===== src/rtl/mem_arb_pkg.sv =====
`default_nettype none
// ============================================================================
//  Module      : mem_arb_pkg
//  Description : Shared types and constants for the single-port memory
//                arbiter (FSM state encoding, ResultSrc load encoding).
//  Revision    : 1.0 - initial release
// ============================================================================
package mem_arb_pkg;

  typedef enum logic [1:0] {
    IDLE   = 2'd0,
    DATA   = 2'd1,
    FETCH  = 2'd2,
    DONE_D = 2'd3
  } arb_state_t;

  // ResultSrcM encoding that marks a load in the memory stage
  localparam logic [1:0] RESULTSRC_LOAD = 2'b01;

  // Width of the memory-ack timeout counter
  localparam int TMO_CW = 8;

endpackage : mem_arb_pkg
`default_nettype wire


===== src/rtl/register.sv =====
`default_nettype none
// ============================================================================
//  Module      : register
//  Description : Enabled D-register with asynchronous active-high reset to 0.
//  Revision    : 1.0 - initial release
//  Ports       : clk, rst  - clock / async reset
//                en        - load enable
//                d / q     - data in / registered data out (W bits)
// ============================================================================
module register #(
  parameter int W = 32
) (
  input  logic         clk,
  input  logic         rst,
  input  logic         en,
  input  logic [W-1:0] d,
  output logic [W-1:0] q
);

  always_ff @(posedge clk or posedge rst) begin
    if (rst)     q <= '0;
    else if (en) q <= d;
  end

endmodule : register
`default_nettype wire


===== src/rtl/timeout_ctr.sv =====
`default_nettype none
// ============================================================================
//  Module      : timeout_ctr
//  Description : Cycle counter for an outstanding memory access. Counts while
//                enabled; 'expired' is high during the cycle that is the
//                'limit'-th enabled cycle since the last clear.
//  Revision    : 1.0 - initial release
//  Ports       : clk, rst  - clock / async reset
//                clr       - synchronous clear (counter idle)
//                en        - count this cycle
//                limit     - cycle budget
//                expired   - budget used up in the current cycle
// ============================================================================
import mem_arb_pkg::*;

module timeout_ctr (
  input  logic              clk,
  input  logic              rst,
  input  logic              clr,
  input  logic              en,
  input  logic [TMO_CW-1:0] limit,
  output logic              expired
);

  logic [TMO_CW-1:0] cnt_q;
  logic [TMO_CW-1:0] cnt_d;

  always_comb begin
    cnt_d = cnt_q;
    if (clr)
      cnt_d = '0;
    else if (en && (cnt_q != {TMO_CW{1'b1}}))
      cnt_d = cnt_q + 1'b1;
  end

  always_ff @(posedge clk or posedge rst) begin
    if (rst) cnt_q <= '0;
    else     cnt_q <= cnt_d;
  end

  // cnt_q is 0 in the first counted cycle, so the limit-th cycle has
  // cnt_q == limit-1. Compared one bit wider so limit==0 cannot wrap.
  assign expired = en && !clr &&
                   (({1'b0, cnt_q} + {{TMO_CW{1'b0}}, 1'b1}) >= {1'b0, limit});

endmodule : timeout_ctr
`default_nettype wire


===== src/rtl/mem_port_arb.sv =====
`default_nettype none
// ============================================================================
//  Module      : mem_port_arb
//  Description : Shares one unified memory port between fetch (F) and memory
//                stage (M). Data accesses win arbitration; accesses are
//                serialised and the pipeline stall controls are generated.
//  Revision    : 1.0 - initial release
//  Option      : MEM_ARB_PERF_EN adds stall/timeout performance counters
//  Ports       : clk, rst             - clock / async active-high reset
//                if_req, if_addr      - fetch request / PC
//                if_rdata, if_valid   - fetched instruction / 1-cycle valid
//                ResultSrcM,MemWriteM - M-stage load / store indication
//                dm_addr, dm_wdata    - data address / store data
//                dm_rdata             - load result
//                stall_pipe           - freeze all pipeline registers
//                stall_fetch          - freeze PC and F/D
//                mem_req/we/addr/wdata- memory request side
//                mem_rdata, mem_ack   - memory response side
//                mem_err              - sticky timeout flag
//                perf_*               - performance counters (option only)
// ============================================================================
import mem_arb_pkg::*;

module mem_port_arb #(
  parameter int AW  = 32,
  parameter int DW  = 32,
  parameter int TMO = 15
) (
  input  logic          clk,
  input  logic          rst,
  input  logic          if_req,
  input  logic [AW-1:0] if_addr,
  output logic [DW-1:0] if_rdata,
  output logic          if_valid,
  input  logic [1:0]    ResultSrcM,
  input  logic          MemWriteM,
  input  logic [AW-1:0] dm_addr,
  input  logic [DW-1:0] dm_wdata,
  output logic [DW-1:0] dm_rdata,
  output logic          stall_pipe,
  output logic          stall_fetch,
  output logic          mem_req,
  output logic          mem_we,
  output logic [AW-1:0] mem_addr,
  output logic [DW-1:0] mem_wdata,
  input  logic [DW-1:0] mem_rdata,
  input  logic          mem_ack,
  output logic          mem_err
`ifdef MEM_ARB_PERF_EN
  ,
  output logic [31:0]   perf_stall_pipe,
  output logic [31:0]   perf_stall_fetch,
  output logic [31:0]   perf_timeout
`endif
);

  localparam logic [TMO_CW-1:0] c_tmo_limit = TMO_CW'(TMO);

  arb_state_t    state_q, state_d;
  logic [AW-1:0] mem_addr_q, mem_addr_d;
  logic [DW-1:0] mem_wdata_q, mem_wdata_d;
  logic          mem_we_q, mem_we_d;
  logic          if_valid_q, if_valid_d;
  logic          mem_err_q, mem_err_d;

  logic          dm_req;
  logic          running;
  logic          tmo_expired;
  logic          timeout_evt;
  logic          if_lat_en;
  logic          dm_lat_en;
  logic [DW-1:0] dm_lat_d;

  assign dm_req  = MemWriteM | (ResultSrcM == RESULTSRC_LOAD);
  assign running = (state_q == DATA) || (state_q == FETCH);

  // Counter is held clear outside DATA/FETCH, so every entry starts at 0.
  timeout_ctr u_timeout_ctr (
    .clk     (clk),
    .rst     (rst),
    .clr     (!running),
    .en      (running),
    .limit   (c_tmo_limit),
    .expired (tmo_expired)
  );

  // An ack in the last budgeted cycle still counts as success.
  assign timeout_evt = running && !mem_ack && tmo_expired;

  // --------------------------------------------------------------------------
  // FSM next state and grant-time capture of the request fields
  // --------------------------------------------------------------------------
  always_comb begin
    state_d     = state_q;
    mem_addr_d  = mem_addr_q;
    mem_wdata_d = mem_wdata_q;
    mem_we_d    = mem_we_q;
    case (state_q)
      IDLE: begin
        if (dm_req) begin
          state_d     = DATA;
          mem_addr_d  = dm_addr;
          mem_wdata_d = dm_wdata;
          mem_we_d    = MemWriteM;
        end else if (if_req) begin
          state_d     = FETCH;
          mem_addr_d  = if_addr;
          mem_we_d    = 1'b0;
        end
      end
      // A data timeout still passes through DONE_D so M can advance.
      DATA:    if (mem_ack || timeout_evt) state_d = DONE_D;
      FETCH:   if (mem_ack || timeout_evt) state_d = IDLE;
      DONE_D:  state_d = IDLE;
      default: state_d = IDLE;
    endcase
  end

  assign if_valid_d = (state_q == FETCH) && mem_ack;
  assign mem_err_d  = mem_err_q | timeout_evt;

  always_ff @(posedge clk or posedge rst) begin
    if (rst) begin
      state_q     <= IDLE;
      mem_addr_q  <= '0;
      mem_wdata_q <= '0;
      mem_we_q    <= 1'b0;
      if_valid_q  <= 1'b0;
      mem_err_q   <= 1'b0;
    end else begin
      state_q     <= state_d;
      mem_addr_q  <= mem_addr_d;
      mem_wdata_q <= mem_wdata_d;
      mem_we_q    <= mem_we_d;
      if_valid_q  <= if_valid_d;
      mem_err_q   <= mem_err_d;
    end
  end

  // --------------------------------------------------------------------------
  // Result latches
  // --------------------------------------------------------------------------
  assign if_lat_en = if_valid_d;
  // Loads capture the returned word; a timed-out access returns 0.
  assign dm_lat_en = (state_q == DATA) && ((mem_ack && !mem_we_q) || timeout_evt);
  assign dm_lat_d  = mem_ack ? mem_rdata : '0;

  register #(.W(DW)) u_if_rdata (
    .clk (clk),
    .rst (rst),
    .en  (if_lat_en),
    .d   (mem_rdata),
    .q   (if_rdata)
  );

  register #(.W(DW)) u_dm_rdata (
    .clk (clk),
    .rst (rst),
    .en  (dm_lat_en),
    .d   (dm_lat_d),
    .q   (dm_rdata)
  );

  // --------------------------------------------------------------------------
  // Outputs. mem_req is decoded from the state flop so an asynchronous reset
  // drops it at once. Stalls are forced low while reset is asserted so that
  // every output reads 0 during reset.
  // --------------------------------------------------------------------------
  assign mem_req     = running;
  assign mem_we      = running && mem_we_q;
  assign mem_addr    = mem_addr_q;
  assign mem_wdata   = mem_wdata_q;
  assign if_valid    = if_valid_q;
  assign mem_err     = mem_err_q;
  assign stall_pipe  = !rst && dm_req && (state_q != DONE_D);
  assign stall_fetch = !rst && (!if_valid_q || stall_pipe);

`ifdef MEM_ARB_PERF_EN
  logic [31:0] perf_sp_q, perf_sp_d;
  logic [31:0] perf_sf_q, perf_sf_d;
  logic [31:0] perf_to_q, perf_to_d;

  always_comb begin
    perf_sp_d = perf_sp_q + {31'd0, stall_pipe};
    perf_sf_d = perf_sf_q + {31'd0, stall_fetch};
    perf_to_d = perf_to_q + {31'd0, timeout_evt};
  end

  always_ff @(posedge clk or posedge rst) begin
    if (rst) begin
      perf_sp_q <= '0;
      perf_sf_q <= '0;
      perf_to_q <= '0;
    end else begin
      perf_sp_q <= perf_sp_d;
      perf_sf_q <= perf_sf_d;
      perf_to_q <= perf_to_d;
    end
  end

  assign perf_stall_pipe  = perf_sp_q;
  assign perf_stall_fetch = perf_sf_q;
  assign perf_timeout     = perf_to_q;
`endif

endmodule : mem_port_arb
`default_nettype wire

===== config.mk =====
export PLATFORM = sky130hd
export DESIGN_NAME = mem_port_arb
export DESIGN_NICKNAME = d
export VERILOG_FILES = /design/src/rtl/mem_arb_pkg.sv /design/src/rtl/register.sv /design/src/rtl/timeout_ctr.sv /design/src/rtl/mem_port_arb.sv
export SDC_FILE = /design/constraint.sdc
export NUM_CORES = 1
export LEC_CHECK = 0
export BUFFER_PORTS_ARGS = -buffer_cell sky130_fd_sc_hd__buf_2
export CAP_MARGIN = 25
export CORE_ASPECT_RATIO = 0.75
export CORE_MARGIN = 10
export CORE_UTILIZATION = 35
export DETAILED_ROUTE_END_ITERATION = 10
export PLACE_DENSITY = 0.59
export SKIP_LAST_GASP = 1
export SYNTH_ARGS = -nofsm -noshare
export SYNTH_HDL_FRONTEND = slang
export SYNTH_HIERARCHICAL = 1
export SYNTH_SLANG_ARGS = --single-unit

===== constraint.sdc =====
create_clock -name clk -period 3.9 [get_ports clk]
set_input_delay 0.39 -clock clk [delete_from_list [all_inputs] [get_ports clk]]
set_output_delay 0.39 -clock clk [all_outputs]
set_load 0.1 [all_outputs]

---- Word level (Yosys, flattened, before mapping) ----
Cells that the tools add are included.
storage, ports and cells
  flip-flop bits (word level) ............. 141
  input bits .............................. 135
  output and inout bits ................... 134
  logic and storage cells ................. 60
cells by class
  add/sub/neg operators ................... 2
  $lt $le $gt $ge ......................... 1
  equality and inequality tests ........... 10
  multiplexer cells ....................... 12
  bitwise gates (word level) .............. 2
  reductions and logical operators ........ 24
operator list
  kind                                                                                 number
  32-bit two-way mux                                                                   3
  8-bit two-way mux                                                                    2
  1-bit logical AND                                                                    11
  8-bit by 1-bit adder with 9-bit output, second input constant                        1
  9-bit by 4-bit greater-or-equal comparator with 1-bit output, second input constant  1
  8-bit by 1-bit adder with 8-bit output, second input constant                        1
  2-bit two-way mux                                                                    4
  8-bit inequality test, second input constant                                         1
  2-bit one-hot mux with 4 select lines                                                1
  2-bit by 1-bit equality test with 1-bit output, second input constant                2
  2-bit equality test, second input constant                                           2
  1-bit logical NOT                                                                    4
  1-bit logical OR                                                                     4
  2-bit by 1-bit inequality test with 1-bit output, second input constant              2
  2-bit inequality test, second input constant                                         2
  2-bit AND reduction                                                                  2
  3-bit inequality test, second input constant                                         1
  3-bit AND reduction                                                                  1
  2-bit logical NOT                                                                    1
  1-bit two-way mux                                                                    2
  1-bit OR                                                                             2
  2-bit nonzero test                                                                   1

---- Longest topological paths before layout ----
Gate-level depths: netlist of the first run.
  depth after elaboration ................. 7
  mapped depth ............................ 16
  gate-level depth less buffers ........... 13

---- By module ----
The synthesis of the first run kept the hierarchy.
modules (own cells, without submodules)
  module        times used  cells an instance  area an instance (µm²)  sequential area each (µm²)
  mem_port_arb  1           279                3294.4                  1726.7
  register      2           69                 1348.8                  800.8
  timeout_ctr   1           84                 706.9                   200.2

---- Worst setup path after synthesis of the first run ----
Ideal clock, no wire load.
  kind .................................... input to output
  start point ............................. input ResultSrcM[0]
  end point ............................... output stall_pipe
  data arrival time ....................... 2.853 ns
  required time ........................... 3.510 ns
  slack ................................... 0.657 ns
  stages on the path ...................... 4
  buffers on the path ..................... 1
  cell sequence ........................... nor2b_4 -> nor2_4 -> buf_6 -> nor3_1
between the ends
  cells in the longest elaborated chain, start to end .. 4
RTL lines
  item                                            line                 RTL
  from (decl)                                     mem_port_arb.sv:35   input logic [1:0] ResultSrcM,
  2-bit by 1-bit equality test with 1-bit output  mem_port_arb.sv:74   assign dm_req = MemWriteM | (ResultSrcM == RESULTSRC_LOAD);
  1-bit OR                                        mem_port_arb.sv:74
  1-bit logical AND (2 in series)                 mem_port_arb.sv:175  assign stall_pipe = !rst && dm_req && (state_q != DONE_D);
  to (decl)                                       mem_port_arb.sv:40   output logic stall_pipe,
Every way passes these cells.

---- Final worst setup path of the first run ----
  start point ............................. register u_timeout_ctr.cnt_q[0]
  end point ............................... register u_dm_rdata.q[21]
between the ends
  cells in the longest elaborated chain, start to end .. 6
RTL lines
  item                                                          line                 RTL
  from (decl)                                                   timeout_ctr.sv:25    logic [TMO_CW-1:0] cnt_q;
  from (signal assigned)                                        timeout_ctr.sv:38    else cnt_q <= cnt_d;
  8-bit by 1-bit adder with 9-bit output                        timeout_ctr.sv:44    (({1'b0, cnt_q} + {{TMO_CW{1'b0}}, 1'b1}) >= {1'b0, limit});
  9-bit by 4-bit greater-or-equal comparator with 1-bit output  timeout_ctr.sv:44
  1-bit logical AND                                             timeout_ctr.sv:43    assign expired = en && !clr &&
  named net tmo_expired                                         mem_port_arb.sv:68   logic tmo_expired;
  1-bit logical AND                                             mem_port_arb.sv:88   assign timeout_evt = running && !mem_ack && tmo_expired;
  1-bit logical OR                                              mem_port_arb.sv:145  assign dm_lat_en = (state_q == DATA) && ((mem_ack && !mem_we_q) || timeout_evt);
  1-bit logical AND                                             mem_port_arb.sv:145
  named net dm_lat_en                                           mem_port_arb.sv:71   logic dm_lat_en;
  to (signal assigned)                                          register.sv:21       if (rst) q <= '0;
  to (signal assigned)                                          register.sv:22       else if (en) q <= d;
  to (decl)                                                     register.sv:17       output logic [W-1:0] q
The timed path passes the listed nets, and every way through them passes these cells.
A chain may end at the register's enable or synchronous reset.

==> summary.txt, run 1 <==
outcome: complete, no violations
CP Data Required Time: 4200 ps
number of resized instances in the post-cts repair step: 0
EDFF count, synth: 0
startpoint of the tightest hold check path: dm_wdata[25]
cell area after synthesis: 6700 um2
H-tree depth reported by CTS: 4
part of the Yosys area used for sequential elements: 52.7%
Post-Place Cell Area: 8190 um2
Reg2Reg Depth: 13
beginning of the critical path: u_timeout_ctr/cnt_q[0]
layout cell share with drive strength beyond 1: 53.8%
CTS Root Cell: sky130_fd_sc_hd__clkbuf_16
CTS tree: built
fmax: 0.291 GHz
crit path launch type: register
asr flop ratio synth: 100%
worst slew pin tran: 633 ps
antenna cell count: 0
area enclosed by the die boundary: 25100 um2
post-synthesis cell type count: 45
Gate Count Post-Synth: 501
largest family of logic cells by synthesized area: multiplexers
total of hold buffers inserted after clock tree synthesis: 1
horizontal die dimension: 180 um
HPWL after detailed placement: 14000 um
most frequent cells in the layout: 268 x sky130_fd_sc_hd__buf_2, 141 x sky130_fd_sc_hd__dfrtp_1, 60 x sky130_fd_sc_hd__mux2_4
number of post-CTS setup repair buffers: 0
end point of the most critical hold path: mem_wdata[25]
post-layout util: 47.2%
first-pass iteration count of the detailed router: 4
kind of capture point of the worst setup path: register
floorplan core area: 18700 um2
effective utilization at floorplan: 35.9%
arithmetic-cell share of the synthesized area counting full adders, half adders and majority gates: 2.61%
total of warnings raised by yosys: 6
DRC: 0
routability-driven placement congestion ratio: 0.801
wire length reported by the detailed router: 18100 um
number of storage elements in the synthesis netlist: 141
maximum number of pins on one net before global-route repair: 66
number of max-slew violations in the final report: 0
Synth Area in XOR/XNOR: 1.18%
Synth Area in Simple Gates: 8.18%
overall track demand over capacity in global routing: 14.1%
cell type with the highest aggregate area in the netlist: sky130_fd_sc_hd__dfrtp_1
compound-cell area share of the yosys netlist: 5.12%
arrival time at the worst endpoint: 3730 ps
routed via count: 4610
clock latency on the worst-skew pair: 420 ps
Hold Path Stages: 2
commonest non-fill, non-tap cell in the layout: sky130_fd_sc_hd__buf_2
antenna viol nets, final: 0
multiplexer fraction of the synthesized cell area: 25.2%
setup-violating endpoint count in the final report: 0
Tmin final: 3440 ps
Layout Area Growth over Synthesis: 31.7%
via density per instance: 4.45
First DRT Iteration DRCs: 254
max-cap check violation count: 0
number of CTS-inserted buffers: 17
Synth area leaders: sky130_fd_sc_hd__dfrtp_1 53%, sky130_fd_sc_hd__mux2_4 13%, sky130_fd_sc_hd__mux2_2 5.9%
via count of the first global-routing pass: 4992
mean area per synthesized cell: 13.4 um2
die extent in y: 140 um
wire length of the first global-routing pass: 28600 um
Worst R2R Start: u_timeout_ctr/cnt_q[0]
period utilisation layout: 88.1%
number of port buffers: 268
unrepaired setup endpoints after global routing: false
Cell Rows: 43
Bufs on Longest Clock Path: 2
RR Endpoint: u_dm_rdata/q[21]
fraction of synthesized cell area taken by the top area cell type: 52.7%
headroom to the max-slew limit: 57.8%
critical setup path kind: reg2reg
worst-case register-to-register setup slack: 460 ps
most used flip-flop cell after synthesis: sky130_fd_sc_hd__dfrtp_1
crit-path max FO: 17
number of nets in the finished design: 926
aggregate negative setup slack: 0 ps
final hold violation count: 0
detail-routed net length per standard cell: 17.5 um
sinks on the clock net: 141
Layout Cell Area excl Fill: 8820 um2
hold crit path type: in2reg
num ports: 269
initial antenna violation count: 0
clock skew: 13.4 ps
gr ovfl total: 0
Reg clk slew, reported paths: 70 ps
## how the worst max path moves through the flow
stage / end / slack, ps
2_1_floorplan: stall_pipe / 660
3_3_place_gp: u_dm_rdata/q[1] / 560
3_5_place_dp: u_dm_rdata/q[5] / 480
4_1_cts: u_dm_rdata/q[21] / 440
5_1_grt: u_dm_rdata/q[21] / 190
6_report: u_dm_rdata/q[21] / 460
## cells in the mapped netlist (3+ instances only)
| library cell | n |
|---|---|
| sky130_fd_sc_hd__dfrtp_1 | 141 |
| sky130_fd_sc_hd__mux2_4 | 60 |
| sky130_fd_sc_hd__mux2i_1 | 37 |
| sky130_fd_sc_hd__and2_1 | 36 |
| sky130_fd_sc_hd__nand2_1 | 36 |
| sky130_fd_sc_hd__mux2_2 | 35 |
| sky130_fd_sc_hd__o21ai_1 | 22 |
| sky130_fd_sc_hd__inv_1 | 15 |
| sky130_fd_sc_hd__ha_1 | 14 |
| sky130_fd_sc_hd__nor2_1 | 10 |
| sky130_fd_sc_hd__o21ai_2 | 9 |
| sky130_fd_sc_hd__a21oi_1 | 7 |
| sky130_fd_sc_hd__o21ai_0 | 7 |
| sky130_fd_sc_hd__xor2_1 | 7 |
| sky130_fd_sc_hd__buf_12 | 6 |
| sky130_fd_sc_hd__buf_2 | 5 |
| sky130_fd_sc_hd__buf_4 | 5 |
| sky130_fd_sc_hd__clkbuf_1 | 5 |
| sky130_fd_sc_hd__nand3_1 | 4 |
| sky130_fd_sc_hd__buf_6 | 3 |
| sky130_fd_sc_hd__nand4_1 | 3 |
| sky130_fd_sc_hd__nor2b_1 | 3 |
## registers in the layout, summed over array words and instances, names as in the netlist
name,count
mem_wdata,32
mem_we_q,1
u_dm_rdata/q,32
u_if_rdata/q,32
u_timeout_ctr/cnt_q,8
mem_addr,32
if_valid,1
state_q,2
mem_err,1
## final cells by class
| class | count | area (um2) |
|---|---|---|
| Sequential cell | 141 | 3530 |
| Timing Repair Buffer | 279 | 1460 |
| Tap cell | 247 | 309 |
| Multi-Input combinational cell | 323 | 2870 |
| Inverter | 15 | 56.3 |
| Clock inverter | 15 | 168 |
| Fill cell | 1727 | 9850 |
| Clock buffer | 17 | 425 |
## stage by stage
| stage | std cells | worst slack, ps | hold slack [ps] |
|---|---|---|---|
| floorplan | 507 | 657 | 206 |
| global placement | 1003 | 557 | 443 |
| detailed placement | 1003 | 484 | 439 |
| CTS | 1036 | 441 | 161 |
| global route | 1037 | 190 | 181 |
| finish | 1037 | 465 | 181 |
## critical path: stages, from the launching register on
cell and delay (ps):
sky130_fd_sc_hd__dfrtp_1 400, sky130_fd_sc_hd__ha_1 260, sky130_fd_sc_hd__and3_2 270, sky130_fd_sc_hd__nand3_1 100
sky130_fd_sc_hd__xnor2_1 140, sky130_fd_sc_hd__ha_1 310, sky130_fd_sc_hd__and3_1 170, sky130_fd_sc_hd__nand4_1 110
sky130_fd_sc_hd__a311oi_1 260, sky130_fd_sc_hd__nand2_1 120, sky130_fd_sc_hd__mux2i_1 140, sky130_fd_sc_hd__and2_2 460
sky130_fd_sc_hd__buf_12 250, sky130_fd_sc_hd__mux2_4 320
## layer usage
| metal | wire length, um | up-vias | global-route usage [%] |
|---|---|---|---|
| met5 | 0 | - | 0 |
| met4 | 205 | 0 | 4.99 |
| met3 | 1010 | 16 | 3.78 |
| met2 | 8690 | 148 | 22.6 |
| met1 | 8190 | 2186 | 17.9 |
| li1 | - | 2260 | - |
## logic make-up (layout without fill, tap and decap cells)
kind of cell             count (synthesis)  in the layout
buffers and inverters                   43            326
AO/OA/AOI/OAI                           54             54
other                                    2              8
AND/OR/NAND/NOR                        104            104
flip-flops                             141            141
XOR/XNOR                                 9              9
multiplexers                           134            134
adder cells (fa/ha/maj)                 14             14
Power of run 1 is not shown: default switching activity piles up to over one toggle a cycle in this logic, so the estimate is an artifact.
==> inputs of run 2 (changes only) <==
CORE_MARGIN = unset   (was 10)
CORE_UTILIZATION = 34   (was 35)
PLACE_DENSITY = unset   (was 0.59)
==> run 2 against run 1 <==
The run now ends with design-rule violations left; die area down 19%; global-route usage up 1.1 points; non-clock buffer count did not move; worst hold slack got worse by 1.0 ps; setup slack better by 150 ps; cell area is 0.21% lower; core utilization fell by 1.7 points; fmax rose by 4.4%.
==> summary.txt, run 2 (synthesized netlist as in run 1, its figures left out) <==
outcome: finished with violations (was complete, no violations)
violated checks: design-rule violations
overall track demand over capacity in global routing: 15.2% (was 14.1%)
kind of capture point of the worst setup path: register (unchanged)
maximum number of pins on one net before global-route repair: 66 (unchanged)
setup-violating endpoint count in the final report: 0 (unchanged)
initial antenna violation count: 1 (was 0)
die extent in y: 124 um (was 140 um)
sinks on the clock net: 141 (unchanged)
via density per instance: 4.42 (was 4.45)
crit path launch type: register (unchanged)
H-tree depth reported by CTS: 4 (unchanged)
wire length of the first global-routing pass: 23300 um (was 28600 um)
effective utilization at floorplan: 34.7% (was 35.9%)
number of max-slew violations in the final report: 0 (unchanged)
clock latency on the worst-skew pair: 420 ps (about the same)
critical setup path kind: reg2reg (unchanged)
Reg clk slew, reported paths: 70 ps (about the same)
number of nets in the finished design: 926 (unchanged)
wire length reported by the detailed router: 15300 um (was 18100 um)
routability-driven placement congestion ratio: 0.764 (was 0.801)
gr ovfl total: 0 (unchanged)
layout cell share with drive strength beyond 1: 53.8% (unchanged)
Layout Cell Area excl Fill: 8800 um2 (was 8820 um2)
max-cap check violation count: 0 (unchanged)
most frequent cells in the layout: 268 x sky130_fd_sc_hd__buf_2, 141 x sky130_fd_sc_hd__dfrtp_1, 60 x sky130_fd_sc_hd__mux2_4 (unchanged)
area enclosed by the die boundary: 20300 um2 (was 25100 um2)
footprint of the flip-flops and latches: 3530 um2 (unchanged)
headroom to the max-slew limit: 49.0% (was 57.8%)
number of post-CTS setup repair buffers: 0 (unchanged)
detail-routed net length per standard cell: 14.7 um (was 17.5 um)
Tmin final: 3290 ps (was 3440 ps)
hold crit path type: in2reg (unchanged)
Post-Place Cell Area: 8190 um2 (about the same)
period utilisation layout: 84.3% (was 88.1%)
unrepaired setup endpoints after global routing: false (unchanged)
DRC: 4 (was 0)
first-pass iteration count of the detailed router: 9 (was 4)
number of resized instances in the post-cts repair step: 0 (unchanged)
aggregate negative setup slack: 0 ps (unchanged)
number of port buffers: 268 (unchanged)
HPWL after detailed placement: 11500 um (was 14000 um)
Layout fillers: 1807 (was 1727)
total area of multi-input combinational cells: 2870 um2 (unchanged)
First DRT Iteration DRCs: 241 (was 254)
arrival time at the worst endpoint: 3600 ps (was 3730 ps)
post-layout util: 45.5% (was 47.2%)
floorplan core area: 19300 um2 (was 18700 um2)
Cell Rows: 44 (was 43)
num ports: 269 (unchanged)
WHS: 180 ps (was 181 ps)
number of CTS-inserted buffers: 17 (unchanged)
crit-path max FO: 20 (was 17)
CP Data Required Time: 4210 ps (was 4200 ps)
via count of the first global-routing pass: 4371 (was 4992)
CTS Root Cell: sky130_fd_sc_hd__clkbuf_16 (unchanged)
worst slew pin tran: 764 ps (was 633 ps)
CTS tree: built (unchanged)
antenna viol nets, final: 0 (unchanged)
Layout Area Growth over Synthesis: 31.4% (was 31.7%)
horizontal die dimension: 164 um (was 180 um)
commonest non-fill, non-tap cell in the layout: sky130_fd_sc_hd__buf_2 (unchanged)
final hold violation count: 0 (unchanged)
total of hold buffers inserted after clock tree synthesis: 1 (unchanged)
clock skew: 14.7 ps (was 13.4 ps)
Bufs on Longest Clock Path: 2 (unchanged)
routed via count: 4616 (was 4610)
fmax: 0.304 GHz (was 0.291 GHz)
[run 2: cell count changes in the layout (fill, tap and decap cells not counted), sizes merged]
cell and delta:
diode +1, clkinvlp +1, bufinv -1, inv -2
clkinv +2
[run 2: path summary, 6_finish.rpt]
path                                         from          endpoint  slack (ps)  cells past startpoint
setup / recovery           u_timeout_ctr/cnt_q[0]  u_dm_rdata/q[11]         610                     13
hold / removal                       dm_wdata[25]     mem_wdata[25]         180                      2
setup reg to reg           u_timeout_ctr/cnt_q[0]  u_dm_rdata/q[11]         610                     13
hold reg to reg                           mem_err           mem_err         470                      1
max in group asynchronous                     rst  u_if_rdata/q[15]        2570                      4
min in group asynchronous                     rst           mem_err         490                      3
[run 2: stage by stage]
step	instances	setup WS [ps]
floorplan	507	657
global placement	1010	661
detailed placement	1010	616
CTS	1043	599
global route	1043	375
finish	1044	611
[run 2: metal layers]
layer	share of wire (%)	GRT usage (%)
met4	0.97	5.44
met2	46	23.0
met5	0	0
met1	47	20.6
met3	6.2	4.29
[run 2: area by class of cell]
class | instances | area share [%]
antenna | 1 | 0.0284
clock buffer | 17 | 4.83
clock inverter | 15 | 1.95
inverter | 15 | 0.640
multi-input combinational | 323 | 32.7
sequential | 141 | 40.1
tap | 253 | 3.60
timing repair buffer | 279 | 16.2
[run 2: critical path: stages (launching register included)]
cell and delay, ps:
sky130_fd_sc_hd__dfrtp_1 410, sky130_fd_sc_hd__ha_1 260, sky130_fd_sc_hd__and3_2 260, sky130_fd_sc_hd__nand3_1 100, sky130_fd_sc_hd__xnor2_1 140, sky130_fd_sc_hd__ha_1 310
sky130_fd_sc_hd__and3_1 160, sky130_fd_sc_hd__nand4_1 90, sky130_fd_sc_hd__a311oi_1 260, sky130_fd_sc_hd__nand2_1 130, sky130_fd_sc_hd__mux2i_1 150, sky130_fd_sc_hd__and2_2 160
sky130_fd_sc_hd__buf_4 350, sky130_fd_sc_hd__mux2_2 390
Power of run 2 is left out for the same reason.
